$ cat src/rtl/dram_port_arbiter_if.sv
// ============================================================================
//  Module      : dram_port_arbiter_if
//  Description : Requester-side handshake bundle for dram_port_arbiter.
//                One instance per requester.
//                  req    requester -> arbiter  access request, held until ack
//                  addr   requester -> arbiter  access address, held with req
//                  wdata  requester -> arbiter  write data, held with req
//                  we     requester -> arbiter  1 = write, 0 = read
//                  ack    arbiter -> requester  one-cycle completion pulse
//                  err    arbiter -> requester  write into read-only window
//                  rdata  arbiter -> requester  read data, valid with ack
//  Revision    : 1.0 - initial release
// ============================================================================
`default_nettype none

interface dram_port_arbiter_if;
  logic       req;
  logic [7:0] addr;
  logic [7:0] wdata;
  logic       we;
  logic       ack;
  logic       err;
  logic [7:0] rdata;

  modport master (output req, addr, wdata, we, input ack, err, rdata);
  modport slave  (input req, addr, wdata, we, output ack, err, rdata);
endinterface

`default_nettype wire

$ cat src/rtl/dram_port_arbiter.sv
// ============================================================================
//  Module      : dram_port_arbiter
//  Description : Two-requester arbiter/sequencer for the 8-bit data RAM and
//                memory-mapped I/O port. One access per granted cycle,
//                registered read data with a one-cycle ack, and suppression
//                (with err) of writes into the read-only input window.
//  Ports       : clk, rst_n      clock, asynchronous active-low reset
//                r0, r1          requester handshakes (datapath, loader)
//                m_addr/m_data/m_mw  RAM address, write data, write enable
//                m_q             RAM combinational read data
//                grant           one-hot current owner, 2'b00 = idle
//                busy            OR of grant bits
//  Revision    : 1.0 - initial release
// ============================================================================
`default_nettype none

module dram_port_arbiter #(
  parameter bit         RR_EN = 1'b1,
  parameter logic [7:0] RO_LO = 8'd248,
  parameter logic [7:0] RO_HI = 8'd249
) (
  input  logic                 clk,
  input  logic                 rst_n,
  dram_port_arbiter_if.slave   r0,
  dram_port_arbiter_if.slave   r1,
  output logic [7:0]           m_addr,
  output logic [7:0]           m_data,
  output logic                 m_mw,
  input  logic [7:0]           m_q,
  output logic [1:0]           grant,
  output logic                 busy
);

  // The state encoding is the grant vector itself.
  typedef enum logic [1:0] {
    IDLE = 2'b00,
    G0   = 2'b01,
    G1   = 2'b10
  } state_t;

  state_t     r_state;
  state_t     w_next_state;
  logic       r_last;
  logic       w_next_last;
  logic       w_elig0;
  logic       w_elig1;
  logic       w_done0;
  logic       w_done1;
  logic       r_ack0;
  logic       r_ack1;
  logic       r_err0;
  logic       r_err1;
  logic [7:0] r_rdata0;
  logic [7:0] r_rdata1;

  function automatic logic in_ro(input logic [7:0] a);
    return (a >= RO_LO) && (a <= RO_HI);
  endfunction

  // Next-state decision and combinational RAM port drive.
  always_comb begin
    // The current owner is excluded: it still holds req until it sees ack,
    // and this exclusion is also what forces hand-off under contention.
    w_elig0 = r0.req && (r_state != G0);
    w_elig1 = r1.req && (r_state != G1);

    w_next_state = IDLE;
    if (w_elig0 && w_elig1) begin
      if (RR_EN) begin
        w_next_state = r_last ? G0 : G1;
      end else begin
        w_next_state = G0;
      end
    end else if (w_elig0) begin
      w_next_state = G0;
    end else if (w_elig1) begin
      w_next_state = G1;
    end

    w_next_last = r_last;
    if (w_next_state == G0) begin
      w_next_last = 1'b0;
    end else if (w_next_state == G1) begin
      w_next_last = 1'b1;
    end

    m_addr  = 8'h00;
    m_data  = 8'h00;
    m_mw    = 1'b0;
    w_done0 = 1'b0;
    w_done1 = 1'b0;
    case (r_state)
      G0: begin
        m_addr  = r0.addr;
        m_data  = r0.wdata;
        // req gates the strobe so a requester withdrawing mid-grant aborts.
        m_mw    = r0.we & r0.req & ~in_ro(r0.addr);
        w_done0 = r0.req;
      end
      G1: begin
        m_addr  = r1.addr;
        m_data  = r1.wdata;
        m_mw    = r1.we & r1.req & ~in_ro(r1.addr);
        w_done1 = r1.req;
      end
      default: ;
    endcase
  end

  always_ff @(posedge clk or negedge rst_n) begin
    if (!rst_n) begin
      r_state  <= IDLE;
      r_last   <= 1'b1;   // makes requester 0 the first tie winner
      r_ack0   <= 1'b0;
      r_ack1   <= 1'b0;
      r_err0   <= 1'b0;
      r_err1   <= 1'b0;
      r_rdata0 <= 8'h00;
      r_rdata1 <= 8'h00;
    end else begin
      r_state <= w_next_state;
      r_last  <= w_next_last;
      r_ack0  <= w_done0;
      r_ack1  <= w_done1;
      r_err0  <= w_done0 & r0.we & in_ro(r0.addr);
      r_err1  <= w_done1 & r1.we & in_ro(r1.addr);
      if (w_done0 && !r0.we) begin
        r_rdata0 <= m_q;
      end
      if (w_done1 && !r1.we) begin
        r_rdata1 <= m_q;
      end
    end
  end

  assign r0.ack   = r_ack0;
  assign r1.ack   = r_ack1;
  assign r0.err   = r_err0;
  assign r1.err   = r_err1;
  assign r0.rdata = r_rdata0;
  assign r1.rdata = r_rdata1;
  assign grant    = r_state;
  assign busy     = |r_state;

endmodule

`default_nettype wire

$ cat src/flat_wrapper.sv
// flat-port wrapper written by rule: the top's interface ports become plain ports
module dram_port_arbiter_flat 
#(
  parameter bit         RR_EN = 1'b1,
  parameter logic [7:0] RO_LO = 8'd248,
  parameter logic [7:0] RO_HI = 8'd249
)
  (clk, rst_n, m_addr, m_data, m_mw, m_q, grant, busy, r0_req, r0_addr, r0_wdata, r0_we, r0_ack, r0_err, r0_rdata, r1_req, r1_addr, r1_wdata, r1_we, r1_ack, r1_err, r1_rdata);
  dram_port_arbiter_if r0_i ();
  dram_port_arbiter_if r1_i ();
  input  logic clk;
  input  logic rst_n;
  output logic [7:0] m_addr;
  output logic [7:0] m_data;
  output logic m_mw;
  input  logic [7:0] m_q;
  output logic [1:0] grant;
  output logic busy;
  input wire logic [$bits(r0_i.req)-1:0] r0_req;
  input wire logic [$bits(r0_i.addr)-1:0] r0_addr;
  input wire logic [$bits(r0_i.wdata)-1:0] r0_wdata;
  input wire logic [$bits(r0_i.we)-1:0] r0_we;
  output wire logic [$bits(r0_i.ack)-1:0] r0_ack;
  output wire logic [$bits(r0_i.err)-1:0] r0_err;
  output wire logic [$bits(r0_i.rdata)-1:0] r0_rdata;
  input wire logic [$bits(r1_i.req)-1:0] r1_req;
  input wire logic [$bits(r1_i.addr)-1:0] r1_addr;
  input wire logic [$bits(r1_i.wdata)-1:0] r1_wdata;
  input wire logic [$bits(r1_i.we)-1:0] r1_we;
  output wire logic [$bits(r1_i.ack)-1:0] r1_ack;
  output wire logic [$bits(r1_i.err)-1:0] r1_err;
  output wire logic [$bits(r1_i.rdata)-1:0] r1_rdata;
  assign r0_i.req = r0_req;
  assign r0_i.addr = r0_addr;
  assign r0_i.wdata = r0_wdata;
  assign r0_i.we = r0_we;
  assign r0_ack = r0_i.ack;
  assign r0_err = r0_i.err;
  assign r0_rdata = r0_i.rdata;
  assign r1_i.req = r1_req;
  assign r1_i.addr = r1_addr;
  assign r1_i.wdata = r1_wdata;
  assign r1_i.we = r1_we;
  assign r1_ack = r1_i.ack;
  assign r1_err = r1_i.err;
  assign r1_rdata = r1_i.rdata;
  dram_port_arbiter #(.RR_EN(RR_EN), .RO_LO(RO_LO), .RO_HI(RO_HI)) u_core (.clk(clk), .rst_n(rst_n), .r0(r0_i), .r1(r1_i), .m_addr(m_addr), .m_data(m_data), .m_mw(m_mw), .m_q(m_q), .grant(grant), .busy(busy));
endmodule
$ cat config.mk
export PLATFORM = sky130hd
export DESIGN_NAME = dram_port_arbiter_flat
export DESIGN_NICKNAME = d
export VERILOG_FILES = /design/src/rtl/dram_port_arbiter_if.sv /design/src/rtl/dram_port_arbiter.sv /design/src/flat_wrapper.sv
export SDC_FILE = /design/constraint.sdc
export NUM_CORES = 1
export LEC_CHECK = 0
export BUFFER_PORTS_ARGS = -buffer_cell sky130_fd_sc_hd__buf_2
export CORE_ASPECT_RATIO = 1.1
export CORE_MARGIN = 2
export CORE_UTILIZATION = 30
export CTS_CLUSTER_SIZE = 30
export DETAILED_ROUTE_END_ITERATION = 12
export PLACE_DENSITY = 0.65
export SLEW_MARGIN = 20
export SYNTH_ARGS = -nofsm -noshare
export SYNTH_HDL_FRONTEND = slang
export SYNTH_SLANG_ARGS = --single-unit
$ cat constraint.sdc
create_clock -name clk -period 4.7 [get_ports clk]
set_input_delay 0.47 -clock clk [delete_from_list [all_inputs] [get_ports clk]]
set_output_delay 0.47 -clock clk [all_outputs]
set_load 0.05 [all_outputs]
* Word-level counts from Yosys, hierarchy flattened
Index checks and enable logic that the tools add are counted.
** Word-level totals
- Logic and storage cells :: 50
- Memories :: 0
- Output and inout port bits :: 40
- Bits of input ports :: 46
- Latch bits :: 0
- Memory bits (read-only) :: 0
- Bits in writable memories :: 0
- Register bits :: 23
** Operators by class
- Order comparisons :: 4
- $add $sub $neg :: 0
- Bitwise logic cells :: 10
- Mux-type cells :: 11
- Reduce and logical (&&, ||, !) cells :: 11
- Divide/modulo/power cells :: 0
- Shift-type cells :: 0
- Multipliers :: 0
- Equal/unequal tests :: 6
** Operators with widths (number)
- 8-bit case mux with 2 select lines :: 2
- 8-bit greater-or-equal comparator (second input constant) :: 2
- 8-bit <= comparator (second input constant) :: 2
- 1-bit bitwise AND :: 8
- 2-bit 2-to-1 mux :: 4
- 1-bit logical AND :: 7
- 2-bit by 1-bit == test with 1-bit output (second input constant) :: 2
- 2-bit == test (second input constant) :: 2
- 1-bit 2-to-1 mux :: 4
- 1-bit zero test :: 2
- 2-bit by 1-bit inequality test with 1-bit output (second input constant) :: 1
- 2-bit inequality test (second input constant) :: 1
- 1-bit inverter :: 2
- 1-bit case mux with 2 select lines :: 1
- 2-bit nonzero test :: 1
- 2-bit OR reduction :: 1

* Depth between registers and ports, before layout
Gate-level depths: netlist of run 1.
- Depth after elaboration :: 8
- Mapped depth :: 8
- Depth with buffers taken out :: 7

* Least setup slack after synthesis of run 1
Ideal clock, no wire load.
- Path type :: reg2out
- Start :: register u_core.r_state[0], in the netlist u_core.grant[0]
- End :: output m_mw
- Buffers on the path :: 1
- Setup slack :: 2.031 ns
- Data arrival time :: 2.199 ns
- Stages on the path, launching flop included :: 6
- Required time :: 4.230 ns
- Cells stage by stage :: dfrtp_1 > inv_1 > ha_1 > clkbuf_1 > nand3_1 > o22ai_1
** On the way
- Longest elaborated chain between the ends :: 2
- Elaborated cells on any way between the ends :: 3
- Those cells by class :: 2 x eq/ne; 1 x mux
** RTL lines
- from (decl) :: RTL line dram_port_arbiter.sv:41 : state_t r_state;
- from (signal assigned) :: RTL line dram_port_arbiter.sv:121 : r_state <= w_next_state;
- 2-bit == test or 2-bit by 1-bit == test with 1-bit output (tied branches) :: RTL line dram_port_arbiter.sv:92 : case (r_state)
- 1-bit case mux with 2 select lines * :: RTL line dram_port_arbiter.sv:92
- to (decl) :: RTL line flat_wrapper.sv:15 : output logic m_mw;
Mark *: on every way between the ends. The rest lies on a longest branch, timed or not.

* Worst setup path after layout of run 1
Ends and elaborated chain as after synthesis.

==> results.cfg, run 1 <==
[outcome]
outcome = finished clean

[die]
die_area_sq_um = 4870
die_x_um = 66.7
start_util_pct = 30.7
coreArea_sq_um = 4220
dieHeight_um = 73.0
rows = 25
ios = 86

[worst_setup_path]
slowest_stage = ha_1
critPathArrivalTime_ns = 2.09
worst_ep_required_time_ns = 4.23
criticalPathCategory = reg2out
crit_path_end_kind = primary output
path_cells = inv_1 > ha_1 > and2_4 > nand3_1 > o22ai_1 > buf_2
path_buf_inv = 2
crit_path_start_kind = register
cp_top_family = adder cells
cp_max_fo = 18
max_stage_delay_ns = 0.53

[sta]
min_period_ns = 2.56
hold_viol_final = 0
whs_ns = 0.170
max_slew_margin_pct = 59.6
setup_viol = 0
fin_worst_skew_ns = 0.00100
tightest_slew_ns = 0.606
setup_tns_ns = 0
timing.final.crit_share_pct = 54.5
rsz0062_at_grt = false
timing.fmax_mhz = 390
maxSlewViolCount = 0

[synth]
synthesis.area_sq_um = 1300
synth_area_leaders = dfrtp_1 42%, mux2_4 19%, a22oi_1 9.3%
synth_seq_cells = 23
ys_seq_area_share_pct = 44.5
synth_cell_type_count = 23
syn_area_per_cell_sq_um = 12.4
yosys_warnings = 0
synth_top_area_share_pct = 42.4
yosysTopAreaCell = dfrtp_1
synth_nets = 155
syn_inst = 105

[route]
drt_iter0_drc = 62
wl_per_cell_um = 13.8
wl_um = 3320
viasPerCell = 4.70
first_pass_iters = 4
ant_nets = 0
vias = 1132
route.detailed.drc = 0

[power]
p_per_area_nw_per_um2 = 671
clockPowerShare_pct = 9.7
peakVddDrop_uv = 178
switching_share_pct = 51.9
power_frac_seq_pct = 26.9
switchingPower_mw = 0.621
p_leak_nw = 0.988
total_power_mw = 1.20
power_frac_comb_pct = 63.4
p_int_mw = 0.576

[global_routing]
grt_max_degree = 24
grt_overflow = 0
grt_usage_pct = 13.3
antenna_found_initial = 0
grt_pass1_wl_um = 4900
grt_pass1_vias = 1086

[cts]
clk_pin_slew_ns = 0.07
cts_setup_buffers = 0
ctsHoldBuffers = 0
ctsRootBufferMaster = clkbuf_8
cts_resized = 0
cts.sinks = 23
clock_latency_ns = 0.25
cts_tree = built
cts_max_path_buffers = 2
cts-htree-levels = 1
numCtsBuffers = 3

[run]
maxCapViolCount = 0

[worst_hold_path]
hp-class = in2async

[placed_design]
portBuffers = 85
place_hpwl_um = 2700
gp_congestion = 0.699

[final_layout]
n_antenna_cell = 0
drive_gt1_share_pct = 58.3
syn2layout_area_growth_pct = 37.4
final_nets = 238
[kinds of logic after synthesis]
| logic type | synth area share [%] |
|---|---|
| adders and majority gates | 3.86 |
| muxes | 18.5 |
| and+or+nand+nor | 16.7 |
| AOI/OAI and AO/OA | 11.3 |
| buffers and inverters | 5.21 |
| DFF | 44.5 |
[power groups by stage]
stage          clock network, mW  registers, mW  logic, mW
6_report                   0.116          0.322      0.759
5_1_grt                    0.133          0.330      0.800
4_1_cts                    0.121          0.322      0.765
3_5_place_dp                   0          0.326      0.761
3_3_place_gp                   0          0.324      0.761
2_1_floorplan                  0          0.594      0.335
[worst paths after layout]
kind                                       from                  to  slack (ns)  cells past startpoint
worst min register to register    u_core.r_last       u_core.r_last        0.49                      2
min in group clk                         m_q[7]  u_core.r0.rdata[7]        0.46                      2
worst max-delay path            u_core.grant[0]                m_mw        2.14                      6
worst max register to register  u_core.grant[0]  u_core.r1.rdata[5]        2.73                      5
worst min-delay path                      rst_n  u_core.r1.rdata[3]        0.17                      1
max in group asynchronous                 rst_n       u_core.r_last        4.18                      1
[stage by stage]
stage	cell area (sq um)	std cells	utilization, %	worst slack, ns
finish	1780	241	42.2	2.14
global route	1780	241	42.2	1.93
CTS	1780	241	42.2	2.10
detailed placement	1740	237	41.2	2.39
global placement	1740	237	41.2	2.43
floorplan	1300	105	-	2.03
[Yosys cell counts]
library cell / number
dfrtp_1: 22
nor2b_1: 17
a22oi_1: 16
mux2_4: 16
ha_1: 4
inv_1: 4
buf_6: 3
clkbuf_1: 3
and2_4: 2
and3_1: 2
and4_1: 2
nand3_1: 2
nor4bb_1: 2
a21o_1: 1
buf_4: 1
dfstp_2: 1
nand2_1: 1
nand2b_1: 1
nand2b_2: 1
nand2b_4: 1
o21a_1: 1
o21ai_0: 1
o22ai_1: 1
[state kept, by name, summed over array words and instances, names as in the netlist]
name	count
u_core.r0.rdata	8
u_core.r1.rdata	8
u_core.grant	2
u_core.r0.ack	1
u_core.r0.err	1
u_core.r1.ack	1
u_core.r1.err	1
u_core.r_last	1
[metal layers]
metal / vias up / GRT usage, % / share of wire, %
met2: 79 / 23.4 / 48
li1: 540 / - / -
met1: 513 / 16.7 / 42
met5: - / 0 / 0
met4: 0 / 2.72 / 0
met3: 0 / 2.62 / 9.8
[area by class of cell]
type                       instances  area, sq um
fill                             440         2440
tap                               54         67.6
clock buffer                       4         45.0
multi-input combinational         71          653
sequential                        23          577
timing repair buffer              85          425
inverter                           4         15.0
[cells in the final DEF, fill, tap and decap left out, types with 2 or more instances in the layout]
master,instances
buf_2,85
dfrtp_1,22
nor2b_1,17
a22oi_1,16
mux2_4,16
inv_1,4
ha_1,4
clkbuf_8,3
nor4bb_1,2
and4_1,2
and2_4,2
nand3_1,2
and3_1,2
[worst register-to-register path: cells and delay by family (launching register included)]
family	cells	cell delay (ns)
DFF	1	0.40
muxes	1	0.36
buffers and inverters	1	0.09
and+or+nand+nor	2	0.48
adders and majority gates	1	0.53
Power figures use the tool's default switching activity.
==> run 2, diff against run 1 <==
==> constraint.sdc (replaced) <==
create_clock -name clk -period 2.43 [get_ports clk]
set_input_delay 0.243 -clock clk [delete_from_list [all_inputs] [get_ports clk]]
set_output_delay 0.243 -clock clk [all_outputs]
set_load 0.05 [all_outputs]
==> run 2 against run 1 <==
Against the previous run:
- count of clock-buffer cells in the layout down 1
- design area up 1.8%
- critical endpoint unchanged
- highest routed layer unchanged
- first-iteration DRC count up 11%
- register-to-register slack worse by 2.1 ns
- via count up 2.4%
==> results.cfg, run 2 (synthesis gave the netlist of run 1 again) <==
[outcome]
outcome = finished clean

[sta]
timing.fmax_mhz = 486
whs_ns = 0.226
setup_viol = 0
tightest_slew_ns = 0.514
fin_worst_skew_ns = 0.00359
max_slew_margin_pct = 65.7
hold_viol_final = 0
rsz0062_at_grt = false
min_period_ns = 2.06
maxSlewViolCount = 0
timing.final.crit_share_pct = 84.6
setup_tns_ns = 0

[cts]
cts.sinks = 23
clock_latency_ns = 0.26
cts-htree-levels = 1
ctsRootBufferMaster = clkbuf_8
clk_pin_slew_ns = 0.08
cts_max_path_buffers = 2
cts_resized = 0
cts_setup_buffers = 0
numCtsBuffers = 3
cts_tree = built

[final_layout]
final_cell_mix = 85 x buf_2, 22 x dfrtp_1, 17 x nor2b_1
n_antenna_cell = 0
layout_commonest_cell = buf_2
drive_gt1_share_pct = 59.5
final_nets = 241
syn2layout_area_growth_pct = 39.9

[worst_setup_path]
path_buf_inv = 2
crit_path_end_kind = primary output
slowest_stage = ha_1
criticalPathCategory = reg2out
crit_path_start_kind = register
worst_ep_required_time_ns = 2.19
cp_max_fo = 18
max_stage_delay_ns = 0.54
cp_top_family = adder cells
path_cells = inv_1 > ha_1 > nand3_1 > o22ai_2 > buf_2
critPathArrivalTime_ns = 1.81

[global_routing]
globalRoute.busiestLayer = met2
grt.met3_usage_pct = 3.40
grtUsageMet1_pct = 18.1
grt_pass1_wl_um = 5150
grt_overflow = 0
antenna_found_initial = 0
grt_max_degree = 24
use_met2_pct = 22.1
grt_pass1_vias = 1132
grt_usage_pct = 13.6

[die]
rows = 25
coreArea_sq_um = 4220
die_area_sq_um = 4870
die_x_um = 66.7
dieHeight_um = 73.0
start_util_pct = 30.7
ios = 86

[route]
drt_iter0_drc = 69
route.detailed.drc = 0
vias = 1159
wl_per_cell_um = 13.6
viasPerCell = 4.75
ant_nets = 0
first_pass_iters = 4
wl_um = 3310

[run]
maxCapViolCount = 0

[placed_design]
place_hpwl_um = 2670
gp_congestion = 0.689
portBuffers = 85

[power]
peakVddDrop_uv = 379
p_leak_nw = 1.01
total_power_mw = 2.34
p_per_area_nw_per_um2 = 1290

[worst_hold_path]
hp-class = in2reg
-- run 2: path summary, 6_finish.rpt --
path,start,to,slack [ns],cells past startpoint
setup / recovery,u_core.grant[1],m_mw,0.37,5
hold / removal,m_q[5],u_core.r0.rdata[5],0.23,2
setup reg to reg,u_core.grant[0],u_core.r_last,0.63,7
hold reg to reg,u_core.r_last,u_core.r_last,0.49,2
max in group asynchronous,rst_n,u_core.r_last,1.58,2
min in group asynchronous,rst_n,u_core.r1.rdata[5],0.49,2
-- run 2: stage by stage --
step / utilization [%] / area, sq um / cells / setup WS [ns]
6_report: 43.0 / 1820 / 244 / 0.374
5_1_grt: 43.0 / 1820 / 244 / 0.229
4_1_cts: 43.0 / 1820 / 244 / 0.336
3_5_place_dp: 41.7 / 1760 / 239 / 0.609
3_3_place_gp: 41.7 / 1760 / 239 / 0.653
2_1_floorplan: - / 1300 / 105 / 0.0870
-- run 2: cell type report --
cell class / count / area [sq um]
fill: 420 / 2410
multi-input combinational: 71 / 659
sequential: 23 / 577
timing repair buffer: 88 / 450
tap: 54 / 67.6
clock buffer: 3 / 41.3
inverter: 4 / 15.0
clock inverter: 1 / 5.00
-- run 2: what timing repair did --
action,4_1_cts,5_1_grt
endpoints found under the hold margin,22,0
hold buffers,1,0
endpoints found under the setup margin,0,0
-- run 2: power breakdown --
| part | leakage [nW] | internal (mW) | switching [mW] | total, mW |
|---|---|---|---|---|
| registers | 0.282 | 0.544 | 0.0854 | 0.629 |
| logic | 0.702 | 0.462 | 1.01 | 1.48 |
| clock network | 0.0255 | 0.114 | 0.118 | 0.232 |
-- run 2: layer usage --
metal	share of wire (%)	wire length (um)
met2	45	1500
met4	0	0
met1	42	1390
met3	13	423
met5	0	0
==> run 3, diff against run 2 <==
==> constraint.sdc (replaced) <==
create_clock -name clk -period 2.07 [get_ports clk]
set_input_delay 0.207 -clock clk [delete_from_list [all_inputs] [get_ports clk]]
set_output_delay 0.207 -clock clk [all_outputs]
set_load 0.05 [all_outputs]
==> run 3 against run 2 <==
Against the previous run:
- sequential power grew 17%
- sequential cell count unchanged
- die area unchanged
- worst setup slack got worse by 0.26 ns
- critical path depth grew 1
- non-clock buffer count grew 1
- final cell count rose by 0.41%
==> results.cfg, run 3 (synthesis gave the netlist of run 1 again) <==
[final_layout]
seq_area_sq_um = 577
syn2layout_area_growth_pct = 43.0
layout_commonest_cell = buf_2
multiInputGateArea_sq_um = 689
final_cell_mix = 84 x buf_2, 22 x dfrtp_1, 16 x a22oi_1, 16 x mux2_4, 10 x nor2b_2
final_nets = 242
drive_gt1_share_pct = 66.0
n_fill_cell = 440
fin_area_sq_um = 1860
n_antenna_cell = 0

[die]
coreArea_sq_um = 4220
dieHeight_um = 73.0
die_area_sq_um = 4870
ios = 86
start_util_pct = 30.7
rows = 25
die_x_um = 66.7

[cts]
clk_pin_slew_ns = 0.08
cts.sinks = 23
ctsRootBufferMaster = clkbuf_8
numCtsBuffers = 3
cts_max_path_buffers = 2
clock_latency_ns = 0.26
cts-htree-levels = 1
cts_tree = built

[placed_design]
gp_congestion = 0.708
place_ws_ns = 0.263
portBuffers = 85
place_area_sq_um = 1790
place_hpwl_um = 2730

[worst_setup_path]
max_stage_delay_ns = 0.40
critPathArrivalTime_ns = 1.75
worst_ep_required_time_ns = 1.86
path_cells = inv_1 > ha_2 > and2_4 > nand3_1 > o22ai_2 > clkbuf_4
crit_path_start_kind = register
cp_top_family = flip-flops
criticalPathCategory = reg2out
path_buf_inv = 2
slowest_stage = dfrtp_1
crit_path_end_kind = primary output
cp_max_fo = 10

[global_routing]
grt_overflow = 0
grt_pass1_vias = 1110
grt_usage_pct = 13.8
grt_pass1_wl_um = 5140
antenna_found_initial = 0
grt_max_degree = 24

[sta]
max_slew_margin_pct = 66.0
setup_viol = 0
min_period_ns = 1.95
rsz0062_at_grt = true
fin_worst_skew_ns = 0.00229
maxSlewViolCount = 0
timing.final.crit_share_pct = 94.3
timing.fmax_mhz = 512
hold_viol_final = 0
tightest_slew_ns = 0.510
worst_slack_ns = 0.118

[route]
wl_um = 3320
wl_per_cell_um = 13.6
vias = 1139
drt_iter0_drc = 25
first_pass_iters = 4
viasPerCell = 4.65
route.detailed.drc = 0
ant_nets = 0

[outcome]
outcome = finished clean

[worst_hold_path]
hp-class = in2reg

[power]
p_leak_nw = 1.02
power_frac_comb_pct = 63.8
p_int_mw = 1.35
p_per_area_nw_per_um2 = 1510
switchingPower_mw = 1.44
switching_share_pct = 51.7
power_frac_seq_pct = 26.4
clockPowerShare_pct = 9.8
peakVddDrop_uv = 583

[run]
maxCapViolCount = 0
==> run 3: power by group through the flow <==
| stage | combinational [mW] | clock (mW) | sequential (mW) |
|---|---|---|---|
| final | 1.78 | 0.274 | 0.737 |
| after global routing | 1.88 | 0.303 | 0.762 |
| after CTS | 1.79 | 0.286 | 0.737 |
| after detailed placement | 1.78 | 0 | 0.746 |
| after global placement | 1.77 | 0 | 0.744 |
| after floorplan | 0.787 | 0 | 1.35 |
==> run 3: what timing repair did <==
action,4_1_cts,5_1_grt
hold endpoints to repair,22,0
gates resized for setup,1,2
endpoints found under the setup margin,1,10
hold buffers,1,0
setup buffers,0,0
==> run 3: stage by stage <==
stage          std cells  setup TNS (ns)  util (%)  total power, mW  hold WS [ns]
2_1_floorplan        105         -0.0106         -             2.14       -0.0886
3_3_place_gp         240               0      42.4             2.51         0.212
3_5_place_dp         240               0      42.4             2.53         0.212
4_1_cts              245               0      43.8             2.82         0.182
5_1_grt              245        -0.00142      43.9             2.94         0.186
6_report             245               0      43.9             2.79         0.188
==> run 3: final cells by class <==
type / count / share of cell area (%)
Multi-Input combinational cell: 71 / 37.2
Clock buffer: 3 / 2.23
Clock inverter: 1 / 0.270
Inverter: 4 / 0.809
Timing Repair Buffer: 89 / 24.8
Tap cell: 54 / 3.64
Sequential cell: 23 / 31.1
==> run 3: final timing paths <==
path,start,endpoint,slack (ns),cells past startpoint
max,u_core.grant[0],m_mw,0.12,6
min,m_q[6],u_core.r0.rdata[6],0.19,2
max in group asynchronous,rst_n,u_core.r_last,1.27,2
min reg2reg,u_core.r_last,u_core.r_last,0.50,2
max reg2reg,u_core.grant[0],u_core.r1.rdata[7],0.43,5
min in group asynchronous,rst_n,u_core.r0.rdata[6],0.44,2
==> run 3: per-layer routing <==
layer  vias up  part of all wire [%]  GRT usage, %
li1        546                     -             -
met1       511                    42          18.5
met2        80                    45          22.8
met3         2                    13          2.78
met4         0                  0.45          3.40
met5         -                     0             0
==> run 3: worst reg2reg max path, cell delays in order (launching register included) <==
cell and delay, ns:
dfrtp_1 0.40, inv_1 0.09, ha_2 0.29, and2_4 0.20, nand2b_2 0.19, mux2_4 0.36
